===== src/rtl/risc_pkg.sv =====
// risc_pkg: types and default sizes shared by the fetch unit and the
// branch unit. The branch unit produces exNPC at DEF_PC_W bits, so both
// blocks size their program counters from the same default.
//
// Contents:
//   DEF_PC_W, DEF_INSTR_W, DEF_RESET_PC : default parameter values
//   fetch_state_t                       : fetch FSM state encoding
//   sat_inc8                            : 8-bit saturating increment
package risc_pkg;

  localparam int DEF_PC_W     = 10;
  localparam int DEF_INSTR_W  = 32;
  localparam int DEF_RESET_PC = 0;

  typedef enum logic [1:0] {
    S_ISSUE  = 2'd0,
    S_WAIT   = 2'd1,
    S_HOLD   = 2'd2,
    S_HALTED = 2'd3
  } fetch_state_t;

  // Counter increment that sticks at all-ones instead of wrapping.
  function automatic logic [7:0] sat_inc8(input logic [7:0] v);
    return (v == 8'hFF) ? v : v + 8'd1;
  endfunction

endpackage


===== src/rtl/fetch_unit.sv =====
// fetch_unit: instruction fetch stage.
// Owns the PC and issues one word read at a time to instruction memory.
// The fetched word is presented to decode on a valid/ready handshake.
// Branch-unit redirects (PCSrc/exNPC) reload the PC, squash a read that
// is in flight and flush a held instruction. halt stops new fetches; once
// the current read and any held instruction are finished, the unit parks
// in HALTED until rst.
//
// Ports:
//   clk, rst              clock / asynchronous active-high reset
//   PCSrc, exNPC          redirect strobe and target from branch unit
//   halt                  level request to stop fetching
//   imem_req, imem_addr   registered one-cycle read request
//   imem_rvalid, imem_rdata  read response
//   if_valid, if_ready    handshake to decode
//   if_instr, if_pc, if_npc  fetched word, its address, address+1
//   squash_cnt            saturating count of discarded fetches
module fetch_unit
  import risc_pkg::*;
#(
  parameter int PC_W     = DEF_PC_W,
  parameter int INSTR_W  = DEF_INSTR_W,
  parameter int RESET_PC = DEF_RESET_PC
) (
  input  logic               clk,
  input  logic               rst,
  input  logic               PCSrc,
  input  logic [PC_W-1:0]    exNPC,
  input  logic               halt,
  output logic               imem_req,
  output logic [PC_W-1:0]    imem_addr,
  input  logic               imem_rvalid,
  input  logic [INSTR_W-1:0] imem_rdata,
  output logic               if_valid,
  input  logic               if_ready,
  output logic [INSTR_W-1:0] if_instr,
  output logic [PC_W-1:0]    if_pc,
  output logic [PC_W-1:0]    if_npc,
  output logic [7:0]         squash_cnt
);

  localparam logic [PC_W-1:0] RST_PC = PC_W'(RESET_PC);
  localparam logic [PC_W-1:0] PC_ONE = PC_W'(1);

  fetch_state_t       state_q, state_d;
  logic [PC_W-1:0]    pc_q, pc_d;
  logic               squash_q, squash_d;
  logic [7:0]         squash_cnt_q, squash_cnt_d;
  logic               imem_req_q, imem_req_d;
  logic [PC_W-1:0]    imem_addr_q, imem_addr_d;
  logic [INSTR_W-1:0] if_instr_q, if_instr_d;
  logic [PC_W-1:0]    if_pc_q, if_pc_d;
  logic [PC_W-1:0]    if_npc_q, if_npc_d;

  // Set when the next cycle is an ISSUE cycle carrying a request to pc_d.
  logic               start_fetch;

  // ---------------------------------------------------------------------
  // State register
  // ---------------------------------------------------------------------
  always_ff @(posedge clk or posedge rst) begin
    if (rst) begin
      state_q      <= S_ISSUE;
      pc_q         <= RST_PC;
      squash_q     <= 1'b0;
      squash_cnt_q <= 8'd0;
      imem_req_q   <= 1'b0;
      imem_addr_q  <= RST_PC;
      if_instr_q   <= '0;
      if_pc_q      <= RST_PC;
      if_npc_q     <= RST_PC + PC_ONE;
    end else begin
      state_q      <= state_d;
      pc_q         <= pc_d;
      squash_q     <= squash_d;
      squash_cnt_q <= squash_cnt_d;
      imem_req_q   <= imem_req_d;
      imem_addr_q  <= imem_addr_d;
      if_instr_q   <= if_instr_d;
      if_pc_q      <= if_pc_d;
      if_npc_q     <= if_npc_d;
    end
  end

  // ---------------------------------------------------------------------
  // Next-state and datapath
  // The request is registered on entry to ISSUE, so imem_req is high for
  // exactly the ISSUE cycle. Out of reset ISSUE starts with no request on
  // the bus; that cycle only launches one. Every path back into ISSUE is
  // gated by halt, and a blocked path goes straight to HALTED.
  // ---------------------------------------------------------------------
  always_comb begin
    state_d      = state_q;
    pc_d         = pc_q;
    squash_d     = squash_q;
    squash_cnt_d = squash_cnt_q;
    if_instr_d   = if_instr_q;
    if_pc_d      = if_pc_q;
    if_npc_d     = if_npc_q;
    start_fetch  = 1'b0;

    case (state_q)
      S_ISSUE: begin
        if (imem_req_q) begin
          // Request is on the bus now; a redirect must kill its response.
          state_d = S_WAIT;
          if (PCSrc) begin
            pc_d     = exNPC;
            squash_d = 1'b1;
          end
        end else begin
          // Nothing in flight: a redirect only reloads the PC.
          if (PCSrc) begin
            pc_d = exNPC;
          end
          if (halt) begin
            state_d = S_HALTED;
          end else begin
            start_fetch = 1'b1;
          end
        end
      end

      S_WAIT: begin
        if (imem_rvalid) begin
          if (squash_q || PCSrc) begin
            // Wrong-path word: drop it and refetch from the (new) pc.
            squash_d     = 1'b0;
            squash_cnt_d = sat_inc8(squash_cnt_q);
            if (PCSrc) begin
              pc_d = exNPC;
            end
            if (halt) begin
              state_d = S_HALTED;
            end else begin
              state_d     = S_ISSUE;
              start_fetch = 1'b1;
            end
          end else begin
            if_instr_d = imem_rdata;
            if_pc_d    = pc_q;
            if_npc_d   = pc_q + PC_ONE;
            pc_d       = pc_q + PC_ONE;
            state_d    = S_HOLD;
          end
        end else if (PCSrc) begin
          pc_d     = exNPC;
          squash_d = 1'b1;
        end
      end

      S_HOLD: begin
        // if_valid is already masked by PCSrc, so no handshake can
        // coincide with a flush.
        if (PCSrc || if_ready) begin
          if (PCSrc) begin
            pc_d         = exNPC;
            squash_cnt_d = sat_inc8(squash_cnt_q);
          end
          if (halt) begin
            state_d = S_HALTED;
          end else begin
            state_d     = S_ISSUE;
            start_fetch = 1'b1;
          end
        end
      end

      S_HALTED: begin
        state_d = S_HALTED;
      end

      default: begin
        state_d = S_ISSUE;
      end
    endcase
  end

  // ---------------------------------------------------------------------
  // Outputs
  // ---------------------------------------------------------------------
  always_comb begin
    imem_req_d  = start_fetch;
    imem_addr_d = start_fetch ? pc_d : imem_addr_q;
    if_valid    = (state_q == S_HOLD) && !PCSrc;
  end

  assign imem_req   = imem_req_q;
  assign imem_addr  = imem_addr_q;
  assign if_instr   = if_instr_q;
  assign if_pc      = if_pc_q;
  assign if_npc     = if_npc_q;
  assign squash_cnt = squash_cnt_q;

endmodule


===== config.mk =====
export PLATFORM = sky130hd
export DESIGN_NAME = fetch_unit
export DESIGN_NICKNAME = d
export VERILOG_FILES = /design/src/rtl/risc_pkg.sv /design/src/rtl/fetch_unit.sv
export SDC_FILE = /design/constraint.sdc
export NUM_CORES = 1
export LEC_CHECK = 0
export CAP_MARGIN = 10
export CORE_ASPECT_RATIO = 2
export CORE_MARGIN = 3
export CORE_UTILIZATION = 50
export DETAILED_ROUTE_END_ITERATION = 8
export PLACE_DENSITY = 0.95
export SLEW_MARGIN = 0
export SYNTH_ARGS = -nofsm -noshare
export SYNTH_HDL_FRONTEND = slang
export SYNTH_SLANG_ARGS = --single-unit
export TNS_END_PERCENT = 1

===== constraint.sdc =====
create_clock -name clk -period 4.3 [get_ports clk]
set_clock_uncertainty 0.1 [all_clocks]
set_input_delay 0.86 -clock clk [delete_from_list [all_inputs] [get_ports clk]]
set_output_delay 0.86 -clock clk [all_outputs]
set_load 0.005 [all_outputs]

==> out/qor.csv, run 1 <==
metric,value,unit
Max Slew Vio Count,0,
DRC,0,
area of the core,0.00732,sq mm
Syn Nets,467,
synthesized cell area,0.00381,sq mm
gr usage total,0.224,
CTS buffer count,9,
Post-Place Setup Slack,1.13,ns
"EDFF count, synth",0,
ANT cells,0,
number of I/O port buffers,119,
sequential area share after synthesis,0.553,
setup violators final,0,
Int Power,0.00248,W
Main synth FF type,dfrtp_1,
"commonest non-fill, non-tap cells in the layout","151 x nand2_1, 119 x clkdlybuf4s50_1, 83 x dfrtp_1, 25 x a21oi_1, 24 x o21ai_0",
#FFs+latches synth,84,
post-synthesis compound-gate area fraction,0.121,
Worst Hold Class,reg -> reg,
RSZ-0062 raised after global routing,no,
nets@finish,579,
part of the power in registers,0.367,
register clock-pin slew on the reported worst setup and hold paths,0.06,ns
P&R area growth vs syn,40.1,%
crit end category,output port,
io pins,120,
status,completed,
R2R cell count,5,
GR Overflow Total,0,
reg-to-reg endpoint,imem_addr[9],
H-Tree Depth,3,
Synth Instances,413,
Synth Area in XOR/XNOR,0.0253,
standard-cell rows,44,
final worst setup slack,1.22,ns
Detailed Routing Iterations Pass 1,4,
Die Ht,129,um
GP Congestion,0.800,
Reg-to-Reg Start,state_q[1],
relative slew slack,0.321,
Comb power frac,0.429,
hold_ws,0.372,ns
measured slew at the worst slew-check pin,1.02,ns
simple-gate portion of the synthesized area,0.222,
post-CTS setup buffer count,0,
post-synthesis mux area share,0.0148,
Syn Area/Cell,9.22,sq um
Hold Path End,if_instr[10],
combinational family with the most area after synthesis,simple AND/OR/NAND/NOR gates,
setup slack on the worst flop-to-flop path,1.87,ns
Sw Share,0.339,
Final Hold Vio Count,0,
leak pwr,2.45,nW
CP Max Fanout,7,
largest net degree at the start of global routing,51,
Max VDD drop,0.565,mV
Worst-Skew Late Latency,0.33,ns
final WL,9300,um
Vias/cell,5.22,
data arrival time of the critical path,2.12,ns
Detailed Route Iter0 Violations,169,
CTS tree,yes,
number of global-route vias before repair,3181,
Initial Utilization,0.520,
FMAX,325,MHz
Die Footprint,0.00876,sq mm
clk sink count,84,
yosys warns,0,
Final period util,0.717,
Fin Setup TNS,0,ns
fraction of the mapped netlist area in adder cells,0.0197,
Resized cells post-CTS,0,
first-pass GRT wire length,14700,um
library cells used by synthesis,40,
"Hold-fix buffers, CTS",0,
Net Sw Power,0.00127,W
Tmin final,3.08,ns
"Data required, critical path",3.34,ns
Die W,67.7,um
vias,3245,
Filler cells,528,
Crit Path Class,in -> out,
Clock Tree Root,clkbuf_16,
post-synthesis async set-or-reset flop share,1.00,
Clk pwr share,0.204,
worst hold stages,2,
Bufs on Longest Clock Path,2,
"commonest non-fill, non-tap cell in the layout",nand2_1,
fraction of layout cells with a size suffix above 1,0.0717,
type of origin of the critical path,primary input,
routed len/inst,15.0,um
Power Dens Cells,703,mW/mm^2
hold path start,if_instr[10],
DRT antenna net count,0,
Max-Cap Viols,0,
HPWL after detailed placement,6750,um
initial antenna violation count,0,
-- area by class of cell --
class	instances	area [sq um]	area share
well taps	92	115	0.0216
repair buffers	125	1240	0.232
clock inverters	2	35.0	0.00657
multi-input cells	294	1540	0.288
flip-flops and latches	84	2100	0.394
inverters	11	42.5	0.00798
clock buffers	14	264	0.0495
-- power by group through the flow --
stage          Clock [W]  Sequential, W  Combinational (W)
3_3_place_gp           0        0.00137            0.00155
2_1_floorplan          0        0.00137           0.000823
5_1_grt         0.000813        0.00141            0.00179
3_5_place_dp           0        0.00138            0.00161
4_1_cts         0.000785        0.00137            0.00162
6_report        0.000765        0.00138            0.00161
-- logic make-up (layout without fill, tap and decap cells) --
| logic type | count (synthesis) | after routing |
|---|---|---|
| muxes | 5 | 5 |
| xor gates and xnor gates | 11 | 11 |
| adders and majority gates | 6 | 6 |
| AOI/OAI and AO/OA | 70 | 70 |
| DFF | 84 | 84 |
| buffers and inverters | 35 | 152 |
| and+or+nand+nor | 202 | 202 |
-- registers in the layout, summed over array words and instances (netlist names) --
| register | count |
|---|---|
| pc_q | 10 |
| if_npc | 10 |
| if_instr | 32 |
| imem_req | 1 |
| squash_cnt | 8 |
| squash_q | 1 |
| state_q | 2 |
| imem_addr | 10 |
| if_pc | 10 |
-- through the flow --
stage	total power [W]	util	cells	instance area, sq um
floorplan	0.00219	-	413	3810
global placement	0.00292	0.688	606	5030
detailed placement	0.00299	0.688	606	5030
CTS	0.00378	0.728	622	5330
global route	0.00401	0.728	622	5330
finish	0.00375	0.728	622	5330
-- worst max-delay path, cell delays in order --
cell	delay (ns)
clkdlybuf4s50_1	0.56
nor2b_1	0.18
clkdlybuf4s50_1	0.52
-- Yosys cell counts, types with 5 or more instances --
master,n,share of area
nand4_1,5,0.0082
ha_1,6,0.020
dfrtp_1,83,0.55
a21oi_1,25,0.033
nor2_1,22,0.022
inv_1,11,0.011
a221oi_2,7,0.028
clkbuf_1,8,0.0079
o21ai_0,24,0.032
xnor2_1,7,0.016
nand2_1,151,0.15
buf_2,9,0.012
-- how the worst max path moves through the flow --
stage | start | endpoint
6_report | PCSrc | if_valid
5_1_grt | PCSrc | if_valid
4_1_cts | PCSrc | if_valid
3_5_place_dp | PCSrc | squash_cnt[1]
3_3_place_gp | PCSrc | squash_cnt[6]
2_1_floorplan | rst | if_instr[0]
-- metal layers --
layer	vias up	track usage	wire length [um]
met3	22	0.0512	629
met2	127	0.397	5040
met5	-	0	0
met1	1515	0.236	3360
met4	0	0.120	283
li1	1581	-	-
(Power assumes the default switching activity.)
==> inputs of run 2 (changes only) <==
--- a/config.mk
+++ b/config.mk
@@ -8,9 +8,9 @@
 export CAP_MARGIN = 10
 export CORE_ASPECT_RATIO = 2
 export CORE_MARGIN = 3
-export CORE_UTILIZATION = 50
+export CORE_UTILIZATION = 42
 export DETAILED_ROUTE_END_ITERATION = 8
-export PLACE_DENSITY = 0.95
+export PLACE_DENSITY = 0.87
 export SLEW_MARGIN = 0
 export SYNTH_ARGS = -nofsm -noshare
 export SYNTH_HDL_FRONTEND = slang
==> constraint.sdc (replaced) <==
create_clock -name clk -period 2.77 [get_ports clk]
set_clock_uncertainty 0.1 [all_clocks]
set_input_delay 0.554 -clock clk [delete_from_list [all_inputs] [get_ports clk]]
set_output_delay 0.554 -clock clk [all_outputs]
set_load 0.005 [all_outputs]
==> run 2 against run 1 <==
- non-clock buffer count up 1
- clock-buffer cell count down 2
- cell count up 1.4%
- routed wire length up 0.76%
- die area up 18%
==> out/qor.csv, run 2 (synthesized netlist as in run 1, its figures left out) <==
metric,value,unit,change
routed len/inst,14.9,um,was 15.0 um
leak pwr,2.46,nW,was 2.45 nW
Worst Setup SP,PCSrc,,unchanged
R2R cell count,7,,was 5
ANT cells,0,,unchanged
Initial Utilization,0.437,,was 0.520
P&R area growth vs syn,41.2,%,was 40.1%
GR Overflow Total,0,,unchanged
Tmin final,2.59,ns,
relative slew slack,0.661,,was 0.321
max reg flops,32,,unchanged
final worst setup slack,0.182,ns,was 1.22 ns
measured slew at the worst slew-check pin,0.509,ns,was 1.02 ns
standard-cell rows,48,,was 44
number of I/O port buffers,119,,unchanged
Clock Tree Root,clkbuf_16,,unchanged
Final period util,0.934,,
Post-Place Setup Slack,0.0593,ns,was 1.13 ns
first-pass GRT wire length,15200,um,was 14700 um
"commonest non-fill, non-tap cell in the layout",nand2_1,,unchanged
type of origin of the critical path,primary input,,unchanged
Clk pwr share,0.201,,was 0.204
Int Power,0.00383,W,was 0.00248 W
Bufs on Longest Clock Path,2,,unchanged
nets@finish,580,,was 579
Reg-to-Reg Start,state_q[1],,unchanged
largest net degree at the start of global routing,85,,was 51
Die Footprint,0.0103,sq mm,was 0.00876 sq mm
part of the power in registers,0.367,,about the same
Detailed Route Iter0 Violations,140,,was 169
Power Dens Cells,1080,mW/mm^2,was 703 mW/mm^2
CTS tree,yes,,unchanged
GP Congestion,0.812,,was 0.800
Detailed Routing Iterations Pass 1,5,,was 4
storage element area,0.00210,sq mm,unchanged
Max-Cap Viols,0,,unchanged
register clock-pin slew on the reported worst setup and hold paths,0.05,ns,was 0.06 ns
Fin Setup TNS,0,ns,unchanged
Comb power frac,0.432,,was 0.429
Final Hold Vio Count,0,,unchanged
CTS buffer count,9,,unchanged
CP peak stage delay,0.64,ns,was 0.56 ns
number of global-route vias before repair,3179,,was 3181
io pins,120,,unchanged
H-Tree Depth,3,,unchanged
clk sink count,84,,unchanged
Net Sw Power,0.00196,W,was 0.00127 W
"commonest non-fill, non-tap cells in the layout","151 x nand2_1, 119 x clkdlybuf4s50_1, 83 x dfrtp_1, 25 x a21oi_1, 24 x o21ai_0",,unchanged
"Data required, critical path",2.12,ns,was 3.34 ns
placed instance area,0.00508,sq mm,was 0.00503 sq mm
Die W,73.3,um,was 67.7 um
DRT antenna net count,0,,unchanged
crit end category,output port,,unchanged
Resized cells post-CTS,0,,unchanged
reg-to-reg endpoint,squash_cnt[6],,was imem_addr[9]
RSZ-0062 raised after global routing,no,,unchanged
"Hold-fix buffers, CTS",0,,unchanged
Vias/cell,5.12,,was 5.22
DRC,0,,unchanged
CP Max Fanout,10,,was 7
area of the core,0.00871,sq mm,was 0.00732 sq mm
HPWL after detailed placement,6880,um,was 6750 um
sequence of cells on the critical path,clkdlybuf4s50_1 > nor2b_1 > clkdlybuf4s50_1,,unchanged
FMAX,386,MHz,
crit path buf inv count,2,,unchanged
Die Ht,141,um,was 129 um
Worst Hold Class,reg -> reg,,unchanged
WP depth,3,,unchanged
"CP delay by family, top",buffers and inverters,,unchanged
vias,3232,,was 3245
post-CTS setup buffer count,0,,unchanged
Worst path slowest cell,clkdlybuf4s50_1,,unchanged
gr usage total,0.186,,was 0.224
area of the multi-input gates,0.00154,sq mm,unchanged
setup violators final,0,,unchanged
Sw Share,0.339,,about the same
Crit Path Class,in -> out,,unchanged
Filler cells,735,,was 528
setup slack on the worst flop-to-flop path,0.52,ns,was 1.87 ns
cell area after layout,0.00538,sq mm,was 0.00533 sq mm
Max Slew Vio Count,0,,unchanged
final WL,9380,um,was 9300 um
Max VDD drop,0.608,mV,was 0.565 mV
fraction of layout cells with a size suffix above 1,0.0753,,was 0.0717
critical path's most frequent cell,clkdlybuf4s50_1,,unchanged
Worst-Skew Late Latency,0.32,ns,was 0.33 ns
status,completed,,unchanged
data arrival time of the critical path,1.93,ns,was 2.12 ns
Setup crit end,if_valid,,unchanged
initial antenna violation count,0,,unchanged
run 2: cell count changes in the layout (fill, tap and decap cells not counted), sizes merged:
| cell | change |
|---|---|
| buf | +1 |
| clkbuf | -2 |
| clkinvlp | +1 |
| clkinv | +1 |
run 2: per-stage QoR:
| stage | power, W | cells | util | hold WS, ns |
|---|---|---|---|---|
| after floorplan | 0.00340 | 413 | - | 0.333 |
| after global placement | 0.00454 | 615 | 0.583 | 0.358 |
| after detailed placement | 0.00465 | 615 | 0.583 | 0.361 |
| after CTS | 0.00585 | 631 | 0.617 | 0.377 |
| after global routing | 0.00622 | 631 | 0.617 | 0.391 |
| final | 0.00579 | 631 | 0.617 | 0.372 |
run 2: worst min-delay path: stages (launching register included):
cell	delay [ns]
dfrtp_1	0.34
nand2_1	0.05
nand2_1	0.05
run 2: power by group through the flow:
stage                     logic, W  registers (W)  clock network, W
after floorplan            0.00128        0.00212                 0
after global placement     0.00242        0.00212                 0
after detailed placement   0.00251        0.00214                 0
after CTS                  0.00252        0.00213           0.00120
after global routing       0.00278        0.00219           0.00125
final                      0.00250        0.00213           0.00117
run 2: final cells by class:
cell class / instances / area share
multi-input cells: 294 / 0.286
flip-flops and latches: 84 / 0.391
well taps: 100 / 0.0233
repair buffers: 126 / 0.236
inverters: 11 / 0.00838
clock buffers: 12 / 0.0459
clock inverters: 4 / 0.00908
run 2: how the worst min path moves through the flow:
stage	cells past startpoint	startpoint	endpoint
2_1_floorplan	1	pc_q[0]	if_npc[0]
3_3_place_gp	2	if_instr[28]	if_instr[28]
6_report	2	if_npc[1]	if_npc[1]
3_5_place_dp	2	if_instr[24]	if_instr[24]
5_1_grt	2	if_instr[16]	if_instr[16]
4_1_cts	2	if_instr[24]	if_instr[24]
run 2: per-layer routing:
layer | routed length [um] | track usage
met4 | 226 | 0.0640
met3 | 600 | 0.0443
met2 | 4920 | 0.321
met1 | 3630 | 0.220
met5 | 0 | 0
